--- src/rtl/my_pkg.sv ---
// Shared types and default timing constants for the I2C master driver.
package my_pkg;

  typedef logic [7:0] byte_t;
  typedef logic [6:0] address_t;

  typedef enum logic [2:0] {
    IDLE     = 3'd0,
    START    = 3'd1,
    ADDR     = 3'd2,
    ADDR_ACK = 3'd3,
    WDATA    = 3'd4,
    DATA_ACK = 3'd5,
    STOP     = 3'd6
  } i2c_mst_state_t;

  localparam int I2C_SCL_HALF    = 4;
  localparam int I2C_ACK_TIMEOUT = 16;

endpackage

--- src/rtl/i2c_bit_timer.sv ---
// SCL half-period timer: phase_end marks the last clk of each half period,
// and the counter reloads itself there so phases run back to back.
module i2c_bit_timer
  import my_pkg::*;
#(
  parameter int SCL_HALF = I2C_SCL_HALF
) (
  input  logic clk,
  input  logic reset_n,
  input  logic load,
  input  logic en,
  output logic phase_end
);

  localparam logic [7:0] RELOAD = 8'(SCL_HALF - 1);

  logic [7:0] cnt_q, cnt_d;

  assign phase_end = en && (cnt_q == 8'd0);

  // NOTE: every combinational output gets a default first, so no path can infer a latch.
  always_comb begin
    cnt_d = cnt_q;
    if (load || phase_end) begin
      cnt_d = RELOAD;
    end else if (en) begin
      cnt_d = cnt_q - 8'd1;
    end
  end

  // NOTE: state registers use non-blocking assignments so all flops update together.
  always_ff @(posedge clk or negedge reset_n) begin
    if (!reset_n) begin
      cnt_q <= 8'd0;
    end else begin
      cnt_q <= cnt_d;
    end
  end

endmodule

--- src/rtl/i2c_master_driver.sv ---
// Single-byte I2C-style master: START, 7-bit address + R/W, ACK slot,
// optional write-data byte with ACK slot, then STOP.
module i2c_master_driver
  import my_pkg::*;
#(
  parameter int SCL_HALF    = I2C_SCL_HALF,
  parameter int ACK_TIMEOUT = I2C_ACK_TIMEOUT
) (
  input  logic     clk,
  input  logic     reset_n,
  input  logic     start_req,
  input  logic     rw,
  input  address_t addr,
  input  byte_t    wdata,
  input  logic     ACKT,
  output logic     SDA,
  output logic     SCL,
  output logic     busy,
  output logic     done,
  output logic     nack
);

  localparam int               ACK_W    = $clog2(ACK_TIMEOUT + 1);
  localparam logic [ACK_W-1:0] ACK_LAST = ACK_W'(ACK_TIMEOUT - 1);

  i2c_mst_state_t   state_q, state_d;
  logic             sda_q, sda_d;
  logic             scl_q, scl_d;
  logic             busy_q, busy_d;
  logic             done_q, done_d;
  logic             nack_q, nack_d;
  logic [2:0]       bit_cnt_q, bit_cnt_d;
  logic [ACK_W-1:0] ack_cnt_q, ack_cnt_d;
  logic             ack_seen_q, ack_seen_d;
  address_t         addr_q, addr_d;
  logic             rw_q, rw_d;
  byte_t            wdata_q, wdata_d;

  logic  timer_load;
  logic  timer_en;
  logic  phase_end;
  logic  ack_now;
  byte_t cur_byte;

  i2c_bit_timer #(.SCL_HALF(SCL_HALF)) u_bit_timer (
    .clk      (clk),
    .reset_n  (reset_n),
    .load     (timer_load),
    .en       (timer_en),
    .phase_end(phase_end)
  );

  assign timer_en = (state_q != IDLE);
  assign cur_byte = (state_q == ADDR) ? {addr_q, rw_q} : wdata_q;
  assign ack_now  = ack_seen_q | ACKT;

  always_comb begin
    state_d    = state_q;
    sda_d      = sda_q;
    scl_d      = scl_q;
    busy_d     = busy_q;
    done_d     = 1'b0;
    nack_d     = nack_q;
    bit_cnt_d  = bit_cnt_q;
    ack_cnt_d  = ack_cnt_q;
    ack_seen_d = ack_seen_q;
    addr_d     = addr_q;
    rw_d       = rw_q;
    wdata_d    = wdata_q;
    timer_load = 1'b0;

    unique case (state_q)
      IDLE: begin
        sda_d  = 1'b1;
        scl_d  = 1'b1;
        busy_d = 1'b0;
        if (start_req) begin
          addr_d     = addr;
          rw_d       = rw;
          wdata_d    = wdata;
          busy_d     = 1'b1;
          nack_d     = 1'b0;
          sda_d      = 1'b0;
          timer_load = 1'b1;
          state_d    = START;
        end
      end

      START: begin
        if (phase_end) begin
          scl_d     = 1'b0;
          sda_d     = addr_q[6];
          bit_cnt_d = 3'd7;
          state_d   = ADDR;
        end
      end

      ADDR, WDATA: begin
        if (phase_end) begin
          if (!scl_q) begin
            scl_d = 1'b1;
          end else begin
            scl_d = 1'b0;
            if (bit_cnt_q != 3'd0) begin
              bit_cnt_d = bit_cnt_q - 3'd1;
              sda_d     = cur_byte[bit_cnt_q - 3'd1];
            end else begin
              sda_d      = 1'b1;
              ack_cnt_d  = '0;
              ack_seen_d = 1'b0;
              state_d    = (state_q == ADDR) ? ADDR_ACK : DATA_ACK;
            end
          end
        end
      end

      ADDR_ACK, DATA_ACK: begin
        ack_seen_d = ack_now;
        if (!ack_now) begin
          ack_cnt_d = ack_cnt_q + ACK_W'(1);
        end
        // The timeout restarts the timer so STOP gets full-length phases.
        if (!ack_now && (ack_cnt_q == ACK_LAST)) begin
          nack_d     = 1'b1;
          scl_d      = 1'b0;
          sda_d      = 1'b0;
          timer_load = 1'b1;
          state_d    = STOP;
        end else if (phase_end) begin
          if (!scl_q) begin
            // SCL stays low until an acknowledge has been seen.
            if (ack_now) begin
              scl_d = 1'b1;
            end
          end else begin
            scl_d = 1'b0;
            if ((state_q == ADDR_ACK) && !rw_q) begin
              sda_d     = wdata_q[7];
              bit_cnt_d = 3'd7;
              state_d   = WDATA;
            end else begin
              sda_d   = 1'b0;
              state_d = STOP;
            end
          end
        end
      end

      STOP: begin
        if (phase_end) begin
          if (!scl_q) begin
            scl_d = 1'b1;
          end else begin
            sda_d   = 1'b1;
            busy_d  = 1'b0;
            done_d  = 1'b1;
            state_d = IDLE;
          end
        end
      end

      default: state_d = IDLE;
    endcase
  end

  // NOTE: the latched request fields are reset as well, so nothing downstream ever sees X.
  always_ff @(posedge clk or negedge reset_n) begin
    if (!reset_n) begin
      state_q    <= IDLE;
      sda_q      <= 1'b1;
      scl_q      <= 1'b1;
      busy_q     <= 1'b0;
      done_q     <= 1'b0;
      nack_q     <= 1'b0;
      bit_cnt_q  <= 3'd0;
      ack_cnt_q  <= '0;
      ack_seen_q <= 1'b0;
      addr_q     <= '0;
      rw_q       <= 1'b0;
      wdata_q    <= '0;
    end else begin
      state_q    <= state_d;
      sda_q      <= sda_d;
      scl_q      <= scl_d;
      busy_q     <= busy_d;
      done_q     <= done_d;
      nack_q     <= nack_d;
      bit_cnt_q  <= bit_cnt_d;
      ack_cnt_q  <= ack_cnt_d;
      ack_seen_q <= ack_seen_d;
      addr_q     <= addr_d;
      rw_q       <= rw_d;
      wdata_q    <= wdata_d;
    end
  end

  assign SDA  = sda_q;
  assign SCL  = scl_q;
  assign busy = busy_q;
  assign done = done_q;
  assign nack = nack_q;

endmodule

--- config.mk ---
export PLATFORM = sky130hd
export DESIGN_NAME = i2c_master_driver
export DESIGN_NICKNAME = d
export VERILOG_FILES = /design/src/rtl/my_pkg.sv /design/src/rtl/i2c_bit_timer.sv /design/src/rtl/i2c_master_driver.sv
export SDC_FILE = /design/constraint.sdc
export NUM_CORES = 1
export LEC_CHECK = 0
export CORE_MARGIN = 1.5
export CORE_UTILIZATION = 50
export DETAILED_ROUTE_END_ITERATION = 7
export PLACE_DENSITY_LB_ADDON = 0.05
export SYNTH_ARGS = -nofsm -noshare
export SYNTH_HDL_FRONTEND = slang
export SYNTH_SLANG_ARGS = --single-unit
--- constraint.sdc ---
create_clock -name clk -period 4.9 [get_ports clk]
set_clock_uncertainty 0.15 [all_clocks]
set_input_delay 0.98 -clock clk [delete_from_list [all_inputs] [get_ports clk]]
set_output_delay 0.98 -clock clk [all_outputs]
set_load 0.02 [all_outputs]
======== Word level (Yosys, flattened, before mapping) ========
Cells that the tools add are included.
storage, ports and cells
  bits in writable memories ............... 0
  memories kept ........................... 0
  bits of input ports ..................... 20
  register bits after elaboration ......... 41
  bits in latches ......................... 0
  memory bits (read-only) ................. 0
operators by class
  order comparisons ....................... 1
  bitwise logic cells ..................... 1
  equality and inequality tests ........... 23
  divide/modulo/power cells ............... 0
  muxes and demuxes ....................... 69
  shifts and indexed selects .............. 0
  $add $sub $neg .......................... 3
  reduce and logical (&&, ||, !) cells .... 27
  multiply operators ...................... 0
operator list
  kind                                                                   count
  3-bit two-way mux                                                      19
  1-bit two-way mux                                                      32
  8-bit two-way mux                                                      3
  5-bit two-way mux                                                      4
  2-bit != test, second input constant                                   10
  9-bit AND reduction                                                    2
  3-bit case mux with 5 select lines                                     1
  1-bit case mux with 5 select lines                                     2
  5-bit case mux with 2 select lines                                     1
  5-bit AND reduction                                                    2
  3-bit equality test, second input constant                             3
  3-bit case mux with 3 select lines                                     1
  3-bit nonzero test                                                     3
  8-bit zero test                                                        1
  2-bit by 1-bit != test with 1-bit output, second input constant        4
  1-bit case mux with 2 select lines                                     4
  8-bit AND reduction                                                    1
  2-bit nonzero test                                                     4
  8-bit by 1-bit subtractor with 8-bit output, second input constant     1
  3-bit by 2-bit equality test with 1-bit output, second input constant  2
  3-bit AND reduction                                                    2
  5-bit by 1-bit adder with 5-bit output, second input constant          1
  5-bit by 4-bit equality test with 1-bit output, second input constant  1
  5-bit nonzero test                                                     1
  15 further kinds                                                       19

======== Logic depth before layout (Yosys ltp) ========
  depth after elaboration ................. 8
  depth in mapped cells ................... 8
  depth with buffers taken out ............ 8

======== By module ========
Synthesis repeated with hierarchy kept, for this count alone.
unflattened totals
  cell total of the unflattened synthesis .. 270
  area, all modules ....................... 2,498.6 um^2
modules (own cells, without submodules)
  module             seq. area each (um^2)  times used  area each (um^2)  cells an instance
  i2c_master_driver  828.3                  1           1,951.9           215
  i2c_bit_timer      200.2                  1           546.8             55

======== Worst setup path after synthesis ========
OpenSTA, ideal clock, no wires.
  path type ............................... in2reg
  start point ............................. input port ACKT
  end point ............................... register sda_q, in the netlist SDA
  library setup time ...................... 0.085 ns
  data arrival time ....................... 2.032 ns
  stages on the path ...................... 5
  slack ................................... 2.633 ns
  data required time ...................... 4.665 ns
  cells stage by stage .................... or3b_2 -> and3_1 -> a31oi_1 -> and4_1 -> o22ai_1
on the way
  word-level cells in the longest chain between the ends .. 5
  elaborated cells between the ends (all ways) .. 8
RTL lines
  element                                                                                     line                      text
  from (decl)                                                                                 i2c_master_driver.sv:15   input logic ACKT,
  1-bit bitwise OR (*)                                                                        i2c_master_driver.sv:55   assign ack_now = ack_seen_q | ACKT;
  1-bit zero test (*)                                                                         i2c_master_driver.sv:123  if (!ack_now && (ack_cnt_q == ACK_LAST)) begin
  1-bit logical AND (*)                                                                       i2c_master_driver.sv:123
  3-bit by 2-bit != test with 1-bit output (no source line), or another cell as far along     -
  8-bit AND reduction (no source line) or 1-bit case mux with 5 select lines (tied branches)  -
  to (signal assigned)                                                                        i2c_master_driver.sv:170  sda_q <= 1'b1;
  to (signal assigned)                                                                        i2c_master_driver.sv:183  sda_q <= sda_d;
  to (decl)                                                                                   i2c_master_driver.sv:27   logic sda_q, sda_d;
Mark *: on every way between the ends. The rest lies on a longest branch, timed or not.
A chain may end at the register's enable or synchronous reset.

======== Worst setup path after layout ========
  start point ............................. register state_q[0]
  end point ............................... register bit_cnt_q[2]
on the way
  word-level cells in the longest chain between the ends .. 4
  elaborated cells between the ends (all ways) .. 21
RTL lines
  element                                                                                  line                                               text
  from (decl)                                                                              i2c_master_driver.sv:26                            i2c_mst_state_t state_q, state_d;
  from (signal assigned)                                                                   i2c_master_driver.sv:182                           state_q <= state_d;
  3-bit by 2-bit equality test with 1-bit output, or another cell as far along             i2c_master_driver.sv:72, i2c_master_driver.sv:137
  2-bit OR reduction, or another cell as far along                                         i2c_master_driver.sv:72                            unique case (state_q)
  2-bit by 1-bit != test with 1-bit output (no source line), or another cell as far along  -
  9-bit AND reduction (no source line)                                                     -
  to (signal assigned)                                                                     i2c_master_driver.sv:188                           bit_cnt_q <= bit_cnt_d;
  to (decl)                                                                                i2c_master_driver.sv:32                            logic [2:0] bit_cnt_q, bit_cnt_d;
Parallel ways exist; a longest one is shown, timed or not.

==> impl_metrics.json <==
{
  "status": "finished, final reports clean",
  "diodes": 0,
  "internal-power_uw": 931,
  "fin_tns_setup_ns": 0,
  "placed_cells": 317,
  "dr.pass1.iters": 4,
  "grt_max_degree": 42,
  "cp_slowest_stage_delay_ns": 0.97,
  "synth_simple_gate_area_share_pct": 27.5,
  "ios": 25,
  "p_per_area_nw_per_um2": 604,
  "worstPathCellList": "or3_1 > nand4_1 > a31oi_1 > a21oi_1 > a41oi_1",
  "drtIter0Drc": 138,
  "clockRootBuffer": "clkbuf_8",
  "post-dp-hpwl_um": 3220,
  "clkTransAtPathRegs_ns": 0.08,
  "p_sw_uw": 657,
  "clockBufferDepth": 2,
  "hold_viol": 0,
  "whs_ns": 0.321,
  "start_util_pct": 52.3,
  "p_sw_share_pct": 41.4,
  "stdcell_count": 325,
  "end_kind": "register",
  "crit_type": "register to register",
  "syn_avg_cell_area_um2": 9.11,
  "synth_adder_area_share_pct": 3.71,
  "max_cap_violations": 0,
  "mappedNetlistNets": 278,
  "synth_top_family_by_area": "simple AND/OR/NAND/NOR gates",
  "fin_util_pct": 60.0,
  "hp-class": "register to register",
  "synth_ff_type": "dfrtp_1",
  "nNetsFinal": 298,
  "cts_tree": "yes",
  "wl_um": 4580,
  "ys_seq_elements": 41,
  "combPwrFrac_pct": 45.1,
  "min_period_over_period_pct": 56.1,
  "multiInputGateArea_um2": 1180,
  "ant_nets": 0,
  "fin_crit_ns": 2.75,
  "place.gp.congestion": 0.781,
  "fin_area_um2": 2630,
  "seqPwrFrac_pct": 41.6,
  "rsz0062_at_grt": "false",
  "area_growth_pct": 14.7,
  "dieArea_um2": 5000,
  "synth_compound_area_share_pct": 12.3,
  "worstMarginPinSlew_ns": 0.945,
  "fp.coreArea_um2": 4380,
  "track_usage_pct": 20.5,
  "die_x_um": 70.7,
  "whs_path_depth": 2,
  "synth_cells": 252,
  "crit_arrival_ns": 2.81,
  "leakagePower_nw": 1.17,
  "dr_total_vias": 1808,
  "pre_cts_ws_ns": 1.92,
  "antenna_found_initial": 0,
  "placed_cell_area_um2": 2550,
  "cts_max_level": 2,
  "synth.area.mux_share_pct": 4.42,
  "clock.fmax_mhz": 364,
  "mappedNetlistArea_um2": 2290,
  "required_ns": 4.96,
  "drv_slew": 0,
  "ir_worst_vdd_mv": 0.239,
  "cts_setup_buffers": 0,
  "synth_warnings": 0,
  "ctsHoldBuffers": 0,
  "routed_via_density": 5.56,
  "relSlewSlack_pct": 37.0,
  "rows": 24,
  "r2r_cells": 5,
  "clock_latency_ns": 0.29,
  "ys_types": 50,
  "wl_per_cell_um": 14.1,
  "grt_pass1_vias": 1731,
  "portBuffers": 24,
  "p_total_mw": 1.59,
  "fillers": 381,
  "slowest_stage": "dfrtp_1",
  "p_clk_share_pct": 13.3,
  "setup_viol": 0,
  "die_h_um": 70.7,
  "drive_above_1_share_pct": 8.42,
  "grt_remaining_overflow": 0,
  "synthArstFlopShare_pct": 100,
  "cts.sink_count": 41,
  "register_area_um2": 1030,
  "cts_resized": 0,
  "worst-path-max-fanout": 32,
  "grt_pass1_wl_um": 8220,
  "setup_slack_ns": 2.15,
  "synth-xor-area-share_pct": 3.44,
  "start_kind": "register",
  "synth-edff-count": 0,
  "drcViolationCount": 0,
  "ys_seq_area_share_pct": 44.8,
  "cts_buffers": 5
}
## cells in the mapped netlist, drive strengths merged, types with 6 or more instances
| library cell | n | share of area, % |
|---|---|---|
| clkbuf | 6 | 0.98 |
| inv | 11 | 1.8 |
| dfrtp | 39 | 43 |
| nand2 | 58 | 9.5 |
| nor2 | 19 | 3.1 |
| ha | 6 | 3.3 |
| nand3 | 9 | 2.5 |
| o21ai | 15 | 3.3 |
| xor2 | 6 | 2.3 |
## layer usage
layer	track usage, %	vias to the layer above	share of wire [%]
met5	0	-	0
met4	5.66	0	1.3
met3	4.42	7	3.5
met2	31.3	32	45
met1	29.9	859	50
li1	-	910	-
## state kept, by name, indices dropped and copies added (netlist names)
register	cells
rw_q	1
bit_cnt_q	3
wdata_q	8
addr_q	7
busy	1
ack_cnt_q	5
SCL	1
ack_seen_q	1
SDA	1
nack	1
state_q	3
done	1
u_bit_timer.cnt_q	8
## worst paths after layout
path                       startpoint           end  slack [ns]
hold reg to reg             addr_q[3]     addr_q[3]        0.32
setup / recovery           state_q[0]  bit_cnt_q[2]        2.15
setup reg to reg           state_q[0]  bit_cnt_q[2]        2.15
min in group asynchronous     reset_n          done        0.66
hold / removal              addr_q[3]     addr_q[3]        0.32
max in group asynchronous     reset_n     addr_q[0]        3.37
## critical path: cells and delay by family (launching register included)
kind            cells  cell delay, ns
flops               1            0.97
compound gates      3            0.86
simple gates        2            0.67
## cells in the final DEF (no fill, tap or decap), types with 3 or more instances in the layout
cell type,n
a21oi_1,5
mux4_2,4
nor4_1,3
nand3_1,8
ha_1,6
nor2b_1,5
and2_1,4
inv_1,11
o21ai_0,15
nand4_1,3
or3_1,3
nor3_1,4
clkdlybuf4s50_1,23
nand2_1,58
nand2b_1,5
dfrtp_1,39
clkbuf_8,5
xnor2_1,3
xor2_1,6
a31oi_1,4
nor2_1,19
## area by class of cell
class                   count  share of cell area (%)
clock inverters             2                   0.380
repair buffers             24                    8.94
flip-flops and latches     41                    39.1
multi-input cells         189                    44.8
inverters                  11                    1.57
well taps                  52                    2.47
clock buffers               6                    2.76
## kinds of logic (layout without fill, tap and decap cells)
logic type | Yosys count | after routing
mux | 5 | 5
fa+ha+maj | 7 | 7
compound gates | 43 | 43
simple gates | 125 | 125
xor+xnor | 9 | 9
buf+inv | 22 | 43
flops | 41 | 41
## power by group through the flow
stage          Sequential (mW)  Combinational [mW]  Clock, mW
2_1_floorplan            0.600               0.605          0
3_3_place_gp             0.665               0.706          0
3_5_place_dp             0.667               0.721          0
4_1_cts                  0.661               0.725      0.220
5_1_grt                  0.686               0.811      0.236
6_report                 0.661               0.716      0.211
(Power assumes the default switching activity.)
